$ cat config.mk
export PLATFORM = sky130hd
export DESIGN_NAME = obstacle_sequencer_flat
export DESIGN_NICKNAME = d
export VERILOG_FILES = /design/src/rtl/obstacle_sequencer_if.sv /design/src/rtl/obstacle_sequencer.sv /design/src/flat_wrapper.sv
export SDC_FILE = /design/constraint.sdc
export NUM_CORES = 1
export LEC_CHECK = 0
export CORE_ASPECT_RATIO = 0.6
export CORE_UTILIZATION = 35
export CTS_CLUSTER_SIZE = 28
export DETAILED_ROUTE_END_ITERATION = 10
export DONT_BUFFER_PORTS = 1
export SLEW_MARGIN = 10
export SYNTH_ARGS = -nofsm -noshare
export SYNTH_HDL_FRONTEND = slang
export SYNTH_SLANG_ARGS = --single-unit
$ cat constraint.sdc
create_clock -name clk -period 3 [get_ports clk]
set_input_delay 0.15 -clock clk [delete_from_list [all_inputs] [get_ports clk]]
set_output_delay 0.15 -clock clk [all_outputs]
set_load 0.02 [all_outputs]
$ cat src/rtl/obstacle_sequencer_if.sv
`default_nettype none
// ============================================================================
// Module      : obstacle_sequencer_if
// Description : Position-ROM bus and obstacle output bundle of the obstacle
//               sequencer. The master side is the sequencer; the slave side
//               supplies ROM data and consumes obstacle positions.
// Revision    : 1.0 - initial release
// ============================================================================
interface obstacle_sequencer_if;
  logic [2:0] rom_index;
  logic [9:0] rom_x0;
  logic [9:0] rom_y0;
  logic [9:0] rom_x1;
  logic [9:0] rom_y1;
  logic [9:0] obs_x0;
  logic [9:0] obs_y0;
  logic [9:0] obs_x1;
  logic [9:0] obs_y1;
  logic       obs_valid;
  logic [7:0] wave_count;

  modport master (
    output rom_index,
    input  rom_x0, rom_y0, rom_x1, rom_y1,
    output obs_x0, obs_y0, obs_x1, obs_y1,
    output obs_valid,
    output wave_count
  );

  modport slave (
    input  rom_index,
    output rom_x0, rom_y0, rom_x1, rom_y1,
    input  obs_x0, obs_y0, obs_x1, obs_y1,
    input  obs_valid,
    input  wave_count
  );
endinterface
`default_nettype wire

$ cat src/rtl/obstacle_sequencer.sv
`default_nettype none
// ============================================================================
// Module      : obstacle_sequencer
// Description : Spawns waves of two obstacles from a pseudo-randomly chosen
//               position-ROM pattern, scrolls them down the road once per
//               frame and waits a fixed number of frames between waves.
// Revision    : 1.0 - initial release
// ============================================================================
module obstacle_sequencer #(
  parameter logic [9:0] Y_LIMIT    = 10'd480,
  parameter logic [7:0] GAP_FRAMES = 8'd30
) (
  input  wire logic           clk,
  input  wire logic           rst_n,
  input  wire logic           enable,
  input  wire logic           frame_tick,
  input  wire logic [3:0]     speed,
  obstacle_sequencer_if.master bus
);

  localparam logic [1:0] c_IDLE = 2'd0;
  localparam logic [1:0] c_LOAD = 2'd1;
  localparam logic [1:0] c_RUN  = 2'd2;
  localparam logic [1:0] c_GAP  = 2'd3;

  logic [1:0] r_state;
  logic [7:0] r_lfsr;
  logic [7:0] r_gap_cnt;
  logic [2:0] r_rom_index;
  logic [9:0] r_obs_x0;
  logic [9:0] r_obs_y0;
  logic [9:0] r_obs_x1;
  logic [9:0] r_obs_y1;
  logic       r_obs_valid;
  logic [7:0] r_wave_count;

  logic [2:0] w_map_idx;
  logic [9:0] w_y0_nxt;
  logic [9:0] w_y1_nxt;
  logic       w_wave_done;
  logic [7:0] w_gap_nxt;

  // Only six patterns exist; fold LFSR values 6 and 7 onto patterns 0 and 1.
  assign w_map_idx = (r_lfsr[2:0] < 3'd6) ? r_lfsr[2:0] : {2'b00, r_lfsr[0]};

  // An obstacle at or below the road edge is parked; y < Y_LIMIT <= 1008
  // guarantees the adder cannot wrap.
  assign w_y0_nxt    = (r_obs_y0 < Y_LIMIT) ? (r_obs_y0 + {6'd0, speed}) : r_obs_y0;
  assign w_y1_nxt    = (r_obs_y1 < Y_LIMIT) ? (r_obs_y1 + {6'd0, speed}) : r_obs_y1;
  assign w_wave_done = (w_y0_nxt >= Y_LIMIT) && (w_y1_nxt >= Y_LIMIT);
  assign w_gap_nxt   = r_gap_cnt + 8'd1;

  assign bus.rom_index  = r_rom_index;
  assign bus.obs_x0     = r_obs_x0;
  assign bus.obs_y0     = r_obs_y0;
  assign bus.obs_x1     = r_obs_x1;
  assign bus.obs_y1     = r_obs_y1;
  assign bus.obs_valid  = r_obs_valid;
  assign bus.wave_count = r_wave_count;

  // Free-running pattern-select LFSR, independent of enable.
  always_ff @(posedge clk or negedge rst_n) begin
    if (!rst_n) begin
      r_lfsr <= 8'h01;
    end else begin
      r_lfsr <= {r_lfsr[6:0], r_lfsr[7] ^ r_lfsr[5] ^ r_lfsr[4] ^ r_lfsr[3]};
    end
  end

  // Wave FSM: select pattern, load it, scroll it, then count off the gap.
  always_ff @(posedge clk or negedge rst_n) begin
    if (!rst_n) begin
      r_state      <= c_IDLE;
      r_gap_cnt    <= 8'd0;
      r_rom_index  <= 3'd0;
      r_obs_x0     <= 10'd0;
      r_obs_y0     <= 10'd0;
      r_obs_x1     <= 10'd0;
      r_obs_y1     <= 10'd0;
      r_obs_valid  <= 1'b0;
      r_wave_count <= 8'd0;
    end else if (!enable) begin
      // Disable wins over any frame tick; positions and count are kept.
      r_state     <= c_IDLE;
      r_obs_valid <= 1'b0;
      r_gap_cnt   <= 8'd0;
    end else begin
      case (r_state)
        c_IDLE: begin
          r_rom_index <= w_map_idx;
          r_state     <= c_LOAD;
        end
        c_LOAD: begin
          r_obs_x0    <= bus.rom_x0;
          r_obs_y0    <= bus.rom_y0;
          r_obs_x1    <= bus.rom_x1;
          r_obs_y1    <= bus.rom_y1;
          r_obs_valid <= 1'b1;
          if (r_wave_count != 8'hFF) begin
            r_wave_count <= r_wave_count + 8'd1;
          end
          r_state <= c_RUN;
        end
        c_RUN: begin
          if (frame_tick) begin
            r_obs_y0 <= w_y0_nxt;
            r_obs_y1 <= w_y1_nxt;
            if (w_wave_done) begin
              r_state     <= c_GAP;
              r_obs_valid <= 1'b0;
              r_gap_cnt   <= 8'd0;
            end
          end
        end
        c_GAP: begin
          if (frame_tick) begin
            if (w_gap_nxt == GAP_FRAMES) begin
              r_rom_index <= w_map_idx;
              r_gap_cnt   <= 8'd0;
              r_state     <= c_LOAD;
            end else begin
              r_gap_cnt <= w_gap_nxt;
            end
          end
        end
        default: begin
          r_state <= c_IDLE;
        end
      endcase
    end
  end

endmodule
`default_nettype wire

$ cat src/flat_wrapper.sv
// flat-port wrapper written by rule: the top's interface ports become plain ports
module obstacle_sequencer_flat 
#(
  parameter logic [9:0] Y_LIMIT    = 10'd480,
  parameter logic [7:0] GAP_FRAMES = 8'd30
)
  (clk, rst_n, enable, frame_tick, speed, bus_rom_index, bus_rom_x0, bus_rom_y0, bus_rom_x1, bus_rom_y1, bus_obs_x0, bus_obs_y0, bus_obs_x1, bus_obs_y1, bus_obs_valid, bus_wave_count);
  obstacle_sequencer_if bus_i ();
  input  wire logic clk;
  input  wire logic rst_n;
  input  wire logic enable;
  input  wire logic frame_tick;
  input  wire logic [3:0] speed;
  output wire logic [$bits(bus_i.rom_index)-1:0] bus_rom_index;
  input wire logic [$bits(bus_i.rom_x0)-1:0] bus_rom_x0;
  input wire logic [$bits(bus_i.rom_y0)-1:0] bus_rom_y0;
  input wire logic [$bits(bus_i.rom_x1)-1:0] bus_rom_x1;
  input wire logic [$bits(bus_i.rom_y1)-1:0] bus_rom_y1;
  output wire logic [$bits(bus_i.obs_x0)-1:0] bus_obs_x0;
  output wire logic [$bits(bus_i.obs_y0)-1:0] bus_obs_y0;
  output wire logic [$bits(bus_i.obs_x1)-1:0] bus_obs_x1;
  output wire logic [$bits(bus_i.obs_y1)-1:0] bus_obs_y1;
  output wire logic [$bits(bus_i.obs_valid)-1:0] bus_obs_valid;
  output wire logic [$bits(bus_i.wave_count)-1:0] bus_wave_count;
  assign bus_rom_index = bus_i.rom_index;
  assign bus_i.rom_x0 = bus_rom_x0;
  assign bus_i.rom_y0 = bus_rom_y0;
  assign bus_i.rom_x1 = bus_rom_x1;
  assign bus_i.rom_y1 = bus_rom_y1;
  assign bus_obs_x0 = bus_i.obs_x0;
  assign bus_obs_y0 = bus_i.obs_y0;
  assign bus_obs_x1 = bus_i.obs_x1;
  assign bus_obs_y1 = bus_i.obs_y1;
  assign bus_obs_valid = bus_i.obs_valid;
  assign bus_wave_count = bus_i.wave_count;
  obstacle_sequencer #(.Y_LIMIT(Y_LIMIT), .GAP_FRAMES(GAP_FRAMES)) u_core (.clk(clk), .rst_n(rst_n), .enable(enable), .frame_tick(frame_tick), .speed(speed), .bus(bus_i));
endmodule
==> reports/summary.md, run 1 <==
Setup repair after global routing left no endpoint under its margin. The total power per unit cell area works out to 1020 mW/mm^2. On the critical path the largest part of the delay comes from compound AO/OA/AOI/OAI gates. The later pin in the worst-skew pair is clocked with a latency of 340 ps.

In the final routed layout, each cell accounts on average for 17.5 um. TritonCTS built the clock tree. The slew at the pin closest to its max-slew limit is 869 ps. The slowest stage of the critical path belongs to the cell sky130_fd_sc_hd__fa_1.

The wire-length estimate of the detail-placed layout is 6.31 mm. For the worst setup path, the data arrival time is 3010 ps. The final hold violation count came out at 0.

The startpoint of the most critical hold path was bus_rom_y0[3]. The total count of max-transition violations in the final report is 0, and the post-layout utilization of the core is 0.446. CTS saw 70 sinks. The number of storage elements in the synthesis netlist works out to 70.

The final global-route overflow total is 0. The path class of the tightest hold or removal check is in2reg. Yosys mapped a number of flops with a built-in enable equal to 0. Yosys printed 0 warnings.

The clock passes through at most 2 buffers. The total negative slack for setup checks was 0 ps; the x dimension of the die was 135 um. Using the TritonRoute via totals, the vias-per-cell ratio works out to 5.37. For this block, the routed nets add up to 9.16 mm of wire. The post-route DRC violation count was 0. The sort of element at the start of the critical path was a register. The largest incremental delay on the critical path was 420 ps. The number of routed nets with antenna violations was 0.

The buffers plus inverters on the worst setup path is 1. In the synthesized netlist, the number of instances is 343. The net count of the finished layout was 448; the post-synthesis instance area was 0.00371 mm^2.

In this run, distinct cell masters in the synthesized netlist total 55. For this design the static power due to leakage is 1.94 nW. The number of cells in the finished layout apart from fillers was 522; the total number of H-tree levels was 3. The startpoint identified for the worst register-to-register timing path is u_core.bus.obs_y0[0].

The category of the critical setup timing path is reg2reg. When the netlist entered floorplanning its net count stood at 409. The layout cell share with drive strength beyond 1 was 0.181; the final antenna diode count was 0. For the finished layout, the period the worst path requires is 2780 ps. Counting the buffers created by CTS gives 9.

Setup violations remaining at the end of the flow were counted as 0. The first global-routing pass estimated 14.4 mm of wire. The fraction of the cycle the final worst path needs was 0.928; the largest vdd supply drop was 0.439 mV.

In this run the core area contains 28 standard-cell rows. The effective utilization at floorplan is 0.368, and the iteration count of the initial detailed-routing pass is 4. The number of placed instances, taps included, is 478.

The layout-stage area growth over the synthesis result is 21.2%, and the number of max-cap violations is 0. The sequential fraction of the synthesis area is 0.472. Entering global routing, the biggest net connects 71 pins. The most critical setup path has its startpoint at u_core.bus.obs_y0[0]. The number of global-route vias before repair was 2717.

At the worst endpoint, the required time is 3220 ps. Area of the die: 0.0110 mm^2. Of all nets on the critical path, the largest fanout is 5.

The critical path goes through ha_1 > fa_1 > a21o_1 > a211o_1 > o2111a_1 > a2111oi_4 > nor3b_4 > buf_4 > a31o_2. Clock-pin slew was measured on the worst setup and hold paths at 60 ps. The global-route total usage across every layer is 0.177. For this run, the leading register cell type out of synthesis is sky130_fd_sc_hd__dfrtp_1. The initial antenna violation count is 0. The routed layout has 2803 vias. Input and output buffers added on the ports amount to 0. The worst max-slew margin expressed relative to the limit came out at 0.420.

In this run the vertical extent of the chip is 81.8 um. The post-synthesis async set-or-reset flop share is 1.00, and the placer congestion estimate is 0.852. In this run the mean area of a mapped cell was 10.8 um^2. STA classifies the critical path endpoint as a register.

Across the routed clock network, the largest skew measured is 8.88 ps. The flow ran to the end, and the final reports show no timing, DRC or antenna violations. The tools report the root buffer selected by CTS as sky130_fd_sc_hd__clkbuf_16. The highest attainable clock frequency was 359 MHz. The detailed router finished its first iteration with 168 violations.

The tools report the core area as 0.0101 mm^2. Total I/O pin count: 100.
stage by stage:
step / setup WS, ps / hold slack [ps] / total power [mW] / area, um^2
global route: 118 / 23.7 / 4.93 / 4500
CTS: 175 / 4.20 / 4.61 / 4490
floorplan: 197 / -146 / 3.09 / 3710
detailed placement: 186 / -141 / 3.52 / 3920
finish: 217 / 14.3 / 4.61 / 4500
global placement: 277 / -142 / 3.49 / 3920
worst reg2reg max path: stages, from the launching register on:
cell and delay, ps:
sky130_fd_sc_hd__dfrtp_1 390, sky130_fd_sc_hd__ha_1 240, sky130_fd_sc_hd__fa_1 420, sky130_fd_sc_hd__a21o_1 210, sky130_fd_sc_hd__a211o_1 280, sky130_fd_sc_hd__o2111a_1 180, sky130_fd_sc_hd__a2111oi_4 410, sky130_fd_sc_hd__nor3b_4 120
sky130_fd_sc_hd__buf_4 180, sky130_fd_sc_hd__a31o_2 240
sequential cells by signal (all words and copies together), names as in the netlist:
name,count
u_core.r_lfsr,8
u_core.bus.obs_y1,10
u_core.bus.obs_x0,10
u_core.r_gap_cnt,8
u_core.r_state,2
u_core.bus.wave_count,8
u_core.bus.obs_x1,10
u_core.bus.rom_index,3
u_core.bus.obs_valid,1
u_core.bus.obs_y0,10
layout by cell type, fill, tap and decap left out, types with 10 or more instances in the layout:
cell type	n
sky130_fd_sc_hd__nand2_1	35
sky130_fd_sc_hd__dfrtp_1	69
sky130_fd_sc_hd__mux2_2	25
sky130_fd_sc_hd__nor2_1	15
sky130_fd_sc_hd__a21oi_1	28
sky130_fd_sc_hd__dlygate4sd3_1	26
sky130_fd_sc_hd__o22ai_1	20
sky130_fd_sc_hd__buf_4	11
sky130_fd_sc_hd__ha_1	16
sky130_fd_sc_hd__o21ai_0	10
power by group:
part           switching (mW)  leakage, nW  internal, mW
registers               0.682        0.867          1.27
clock network           0.425        0.135         0.586
logic                   0.888        0.936         0.757
total                    2.00         1.94          2.61
area by class of cell:
type                       instances  area, um^2
inverter                           6        22.5
tap                              135         169
clock buffer                      10         239
fill                             945        5590
clock inverter                     6        46.3
sequential                        70        1750
timing repair buffer              38         370
multi-input combinational        257        1900
synth_stat cells (all sizes together), types with 3 or more instances:
library cell	instances	area, um^2
nand2	35	131
clkbuf	9	33.8
inv	6	22.5
mux2i	5	50.1
nor2b	6	37.5
dfrtp	69	1730
or3	5	36.3
nor3	7	35.0
nand4	3	18.8
a21o	3	22.5
mux2	28	327
a22o	3	26.3
and2	5	33.8
xor2	7	61.3
o22ai	20	125
nand3	8	40.0
o21ai	10	50.1
nand3b	3	22.5
ha	16	200
nor3b	3	33.8
a21oi	28	140
nor2	15	56.3
xnor2	9	78.8
and3	6	38.8
cell families (layout without fill, tap and decap cells):
logic type	Yosys count	count (layout)	synth area share
flops	70	70	0.472
fa+ha+maj	18	18	0.0647
simple gates	101	101	0.142
xor+xnor	16	16	0.0377
compound gates	89	89	0.166
mux	33	33	0.101
buf+inv	16	60	0.0165
what timing repair did:
action / 4_1_cts / 5_1_grt
hold buffers: 27 / 0
gates resized for setup: 0 / 0
setup endpoints to repair: 0 / 3
buffers inserted: 0 / 1
endpoints found under the hold margin: 96 / 0
per-layer routing:
layer | track usage | share of wire | wire length, um
met1 | 0.244 | 0.48 | 4420
met2 | 0.247 | 0.41 | 3790
met3 | 0.0759 | 0.094 | 862
met4 | 0.0573 | 0.0090 | 82
met5 | 0 | 0 | 0
path summary, 6_finish.rpt:
| check | slack [ps] | end | cells after the start |
|---|---|---|---|
| worst max register to register | 220 | u_core.r_gap_cnt[6] | 9 |
| max in group asynchronous | 2250 | u_core.r_lfsr[0] | 2 |
| min in group asynchronous | 400 | u_core.bus.obs_y1[9] | 2 |
| worst min register to register | 350 | u_core.r_lfsr[7] | 0 |
| worst max-delay path | 220 | u_core.r_gap_cnt[6] | 9 |
| worst min-delay path | 10 | u_core.bus.obs_y0[3] | 2 |
Power figures use the tool's default switching activity.
==> inputs of run 2 (changes only) <==
CELL_PAD_IN_SITES_DETAIL_PLACEMENT = 0   (was unset)
CELL_PAD_IN_SITES_GLOBAL_PLACEMENT = 1   (was unset)
CORE_ASPECT_RATIO = unset   (was 0.6)
PLACE_DENSITY_LB_ADDON = 0.1   (was unset)
clock period = 2.7 ns   (was 3 ns; I/O delays follow)
==> reports/summary.md, run 2 (same netlist as run 1, synthesis figures left out) <==
The layout cell share with drive strength beyond 1 was 0.219. During placement, the flow inserted port buffers numbering 0. The share of total power consumed by net switching was 0.436; the total power per unit cell area was 1070 mW/mm^2. The filler cell count is 972, and the clock-pin slew reported for the worst setup and hold paths after clock tree synthesis is 80 ps. Walking the worst path, the cells encountered are ha_4 > fa_2 > a21o_1 > a211o_1 > o2111a_1 > a2111oi_4 > nor3b_4 > mux2_4.

Setup violations remaining at the end of the flow were counted as 0. The final layout contains routed wiring with a total length of 9.29 mm. For the clock insertion delay at the later pin of the skew report, the log shows 360 ps.

CTS built an H-tree with a depth of 3. For the final hold violation count, the log shows 0. The largest vdd supply drop is 0.608 mV, and the placer congestion estimate is 0.799. The tools report the violation count after the first detailed-route iteration as 115.

The iteration count of the initial detailed-routing pass was 5; the post-route minimum period was 2600 ps. The count of placed standard cells including taps was 499. The run gives 0.548 as the worst max-slew margin expressed relative to the limit. The top cell types in the final layout, fill and taps aside, are sky130_fd_sc_hd__dfrtp_1, sky130_fd_sc_hd__dlygate4sd3_1, sky130_fd_sc_hd__nand2_1. The logs give 37 for the standard-cell row count and 3090 for the number of global-route vias before repair. The run gives 0.181 as the global-route total usage across every layer.

Hold timing on the final database bottoms out at a slack of 32.1 ps. The run gives 100 as the total I/O pin count. The tools report the root buffer selected by CTS as sky130_fd_sc_hd__clkbuf_8. The worst reg-to-reg path cell count was 8. The flow ran to the end, and the final reports show no timing, DRC or antenna violations. The routed layout has 2914 vias.

The final global-route overflow total was 0; the number of cells in the finished layout apart from fillers was 557. The run gives 0 as the initial antenna violation count. Among all stages on the critical path, the largest delay is contributed by sky130_fd_sc_hd__a2111oi_4.

The final antenna diode count was 0. In this run the horizontal extent of the chip is 105 um. The die covers 0.0110 mm^2. The worst setup path is captured at a register.

Based on the critical path, the design can be clocked at up to 384 MHz. After detailed routing, the average wire length per cell comes to 16.7 um. The sequential fraction of design power came out at 0.396. The fraction of the cycle the final worst path needs works out to 0.964. On the worst path, the slowest cell contributes a delay of 440 ps. Entering global routing, the biggest net connects 71 pins. The number of sinks handled by clock tree synthesis is 70. The number of routed nets with antenna violations was 0; the core area was 0.0103 mm^2. The leakage component of the power came out at 2.05 nW. TritonCTS built the clock tree. Together, buffers and inverters on the worst path number 0. Largest driver fanout on the critical path: 8.

The relative contribution of combinational cells to total power is 0.435. On the critical path the largest part of the delay comes from compound AO/OA/AOI/OAI gates. The portion of total power attributed to the clock network was 0.169; the wire length of the first global-routing pass was 15.5 mm. The critical path is of the reg2reg type. The net count of the finished layout was 482.

After detailed routing, the number of remaining DRC violations is 0. Data on the critical path is required at its endpoint by 2940 ps. The total count of max-transition violations in the final report was 0.

For the worst setup path, the data arrival time is 2840 ps. Setup repair after global routing could not meet its margin everywhere. Overall die height: 105 um.

After legalization and detailed placement, the total HPWL measured 6.44 mm. The slew at the pin closest to its max-slew limit works out to 676 ps. Number of clock buffers inserted by TritonCTS: 9.

STA classifies the critical path startpoint as a register. The effective utilization at floorplan was 0.360. Compared with the post-synthesis result, the final layout area differs by 27.1%.

Across the run, the number of max-cap violations was 0. The total internal power is 2.86 mW. Between clock sinks in the finished design, the worst skew comes to 12.2 ps. The run gives 2 as the maximum number of buffers from clock root to sink. In this run the number of cells on the critical path is 8. Leading cell type in the layout, fill and taps excluded: sky130_fd_sc_hd__dfrtp_1.

The number of stages on the worst hold path was 2. The class of the worst hold path was in2reg. In this run the power spent charging and discharging nets is 2.21 mW. Using the TritonRoute via totals, the vias-per-cell ratio works out to 5.23.
## run 2: cell count changes in the layout (fill, tap and decap cells not counted), sizes merged
cell / previous run / this run
bufinv: 0 / 1
clkinv: 3 / 1
buf: 12 / 32
dlygate4sd3: 26 / 40
clkbuf: 10 / 11
## run 2: area by class of cell
cell class,count,area (um^2),share of cell area
clock buffer,11,131,0.0278
clock inverter,5,58.8,0.0125
inverter,6,22.5,0.00477
multi-input combinational,257,1930,0.408
sequential,70,1750,0.371
tap,136,170,0.0360
timing repair buffer,72,661,0.140
## run 2: path summary, 6_finish.rpt
check	start	end	slack [ps]
max	u_core.bus.obs_y0[0]	u_core.r_gap_cnt[1]	100
min	bus_rom_y1[1]	u_core.bus.obs_y1[1]	30
max reg2reg	u_core.bus.obs_y0[0]	u_core.r_gap_cnt[1]	100
min reg2reg	u_core.r_lfsr[6]	u_core.r_lfsr[7]	360
max in group asynchronous	rst_n	u_core.r_lfsr[0]	2070
min in group asynchronous	rst_n	u_core.r_gap_cnt[5]	330
## run 2: per-layer routing
layer	global-route usage	vias up	share of wire
met3	0.0792	8	0.080
met4	0.0634	0	0.015
met1	0.230	1396	0.46
met2	0.273	101	0.45
met5	0	-	0
li1	-	1409	-
## run 2: metrics by stage
stage / power [mW] / TNS, ps / worst slack [ps] / area, um^2 / util
5_1_grt: 5.48 / -13.9 / -9.68 / 4720 / 0.457
2_1_floorplan: 3.44 / 0 / 24.0 / 3710 / -
3_3_place_gp: 4.12 / 0 / 122 / 4070 / 0.394
4_1_cts: 5.10 / 0 / 81.1 / 4690 / 0.454
3_5_place_dp: 4.14 / 0 / 96.4 / 4070 / 0.394
6_report: 5.07 / 0 / 96.9 / 4720 / 0.457
## run 2: power by group through the flow
stage          sequential [mW]  clock (mW)  combinational [mW]
2_1_floorplan             2.15           0                1.29
3_3_place_gp              2.02           0                2.11
3_5_place_dp              2.02           0                2.12
4_1_cts                   2.01       0.894                2.20
5_1_grt                   2.07       0.942                2.47
6_report                  2.00       0.856                2.21
## run 2: what timing repair did
item,4_1_cts,5_1_grt
hold buffers,41,0
endpoints found under the hold margin,110,0
setup endpoints to repair,0,7
gates resized for setup,0,5
buffers inserted,0,1
==> inputs of run 3 (changes only) <==
CELL_PAD_IN_SITES_DETAIL_PLACEMENT = unset   (was 0)
CELL_PAD_IN_SITES_GLOBAL_PLACEMENT = unset   (was 1)
PLACE_DENSITY_LB_ADDON = unset   (was 0.1)
==> reports/summary.md, run 3 (same netlist as run 1, synthesis figures left out) <==
In the layout the commonest cells are sky130_fd_sc_hd__dfrtp_1, sky130_fd_sc_hd__dlygate4sd3_1, sky130_fd_sc_hd__nand2_1. STA classifies the critical path startpoint as a register. The effective utilization at floorplan is 0.360, and the total power per unit cell area is 1090 mW/mm^2. The global-route total usage across every layer was 0.171. The maximum number of buffers from clock root to sink is 2, and the arrival time of the worst setup path is 2860 ps. The number of routed nets with antenna violations was 0.

In this run, the number of DRC markers left after iteration 0 of detailed routing was 171. The nature of the critical path endpoint is a register. The worst max-slew margin expressed relative to the limit is 0.619. The x dimension of the die was 105 um. The run gives 9 as the number of clock buffers inserted by TritonCTS. The standard-cell row count was 37; the largest driver fanout on the critical path was 7. Final antenna diode count: 0. The total number of H-tree levels came out at 3. For this design the top-level I/O count stands at 100. The die is 105 um tall. For the pin with the worst max-slew slack, the measured transition is 569 ps.

The tree built by TritonCTS fans out to 70 sinks. The fraction of the cycle the final worst path needs came out at 0.975. In the routed design, unresolved DRC markers number 0.

Number of failing setup endpoints in the final timing report: 0. The number of cells in the finished layout apart from fillers is 549. The run gives 0 as the initial antenna violation count.

Detailed placement finished with a half-perimeter wire length of 6.04 mm. In this run, placement finished with an instance count of 495. The worst path meets setup with 68.8 ps of slack. The final hold violation count was 0.

The tools report the pre-CTS setup slack as 99.5 ps. The floorplan step defined a die boundary enclosing 0.0110 mm^2. In the routed layout, each cell is associated on average with a via count of 5.30.

The tools report the largest vdd supply drop as 0.494 mV. Number of max-cap violations: 0. After global routing the overflow that remains totals 0. For the total count of max-transition violations in the final report, the log shows 0. Routed via count: 2912. The largest incremental delay on the critical path was 390 ps. The highest attainable clock frequency is 380 MHz, and the buffers plus inverters on the worst setup path is 1. The number of global-route vias before repair is 3060, and the post-route minimum period is 2630 ps.

The first global-routing pass estimated 14.9 mm of wire. For this run, the detailed router's first-pass iteration total came to 4. The layout-stage area growth over the synthesis result is 26.2%. The category of cells accounting for the largest share of critical-path delay was compound AO/OA/AOI/OAI gates.

Entering global routing, the biggest net connects 71 pins. Routed wirelength normalized by instance count: 15.8 um. The library cell used most frequently in the layout, excluding fill and tap cells, is sky130_fd_sc_hd__dfrtp_1. For the placer congestion estimate, the log shows 0.849. Hold is met by 18.6 ps.

The run gives 8.69 mm as the routed wire length. After the last flow step, the layout net total stands at 474. The category of the critical setup timing path is reg2reg. The clock arrives with 19.7 ps of skew. Layout cell share with drive strength beyond 1: 0.218. The leakage component of the power is 2.04 nW. Class of the worst hold path: in2reg. Clock-pin slew was measured on the worst setup and hold paths at 90 ps. Root buffer selected by CTS: sky130_fd_sc_hd__clkbuf_8.

For this design, the slowest cell found on the critical path is sky130_fd_sc_hd__dfrtp_1. At the worst endpoint, the required time is 2930 ps. TritonCTS built the clock tree. Walking the worst path, the cells encountered are ha_2 > fa_2 > a21o_1 > a211o_1 > o2111a_1 > a2111oi_4 > nor3b_4 > buf_6 > mux2_4.

Port buffering added 0 buffers. The clock reaches the later pin of the worst-skew pair after 360 ps. The run finished with clean final reports. The core region is 0.0103 mm^2.
run 3: per-stage QoR:
step	power (mW)	area, um^2	util	TNS, ps
finish	5.13	4690	0.454	0
global route	5.51	4690	0.454	-0.130
CTS	5.14	4660	0.452	0
detailed placement	4.06	4040	0.391	0
global placement	4.01	4040	0.391	0
floorplan	3.44	3710	-	0
run 3: routing by layer:
layer | track usage | wire, um
met5 | 0 | 0
met4 | 0.0775 | 143
met3 | 0.0512 | 624
met2 | 0.265 | 4050
met1 | 0.219 | 3880
run 3: power breakdown:
group | internal, mW | leakage (nW) | total [mW] | switching (mW)
clock | 0.570 | 0.116 | 0.987 | 0.416
combinational | 0.984 | 1.06 | 2.13 | 1.15
sequential | 1.41 | 0.867 | 2.01 | 0.600
total | 2.96 | 2.04 | 5.13 | 2.16
run 3: repair_timing:
item,CTS,global route
resized for setup,0,5
setup endpoints to repair,0,10
hold buffers,37,0
hold endpoints to repair,106,0
buffers inserted,0,1
run 3: cell type report:
cell class,count,area [um^2]
repair buffers,64,594
multi-input cells,257,1920
well taps,136,170
inverters,6,22.5
fillers,985,5640
clock buffers,11,151
flip-flops and latches,70,1750
clock inverters,5,81.3
run 3: path summary, 6_finish.rpt:
kind	start	to	slack, ps	cells past startpoint
worst min-delay path	bus_rom_y0[0]	u_core.bus.obs_y0[0]	20	2
max in group asynchronous	rst_n	u_core.r_lfsr[0]	2010	2
worst max register to register	u_core.bus.obs_y0[0]	u_core.r_gap_cnt[1]	70	9
min in group asynchronous	rst_n	u_core.bus.obs_y0[6]	340	2
worst max-delay path	u_core.bus.obs_y0[0]	u_core.r_gap_cnt[1]	70	9
worst min register to register	u_core.r_lfsr[6]	u_core.r_lfsr[7]	360	0
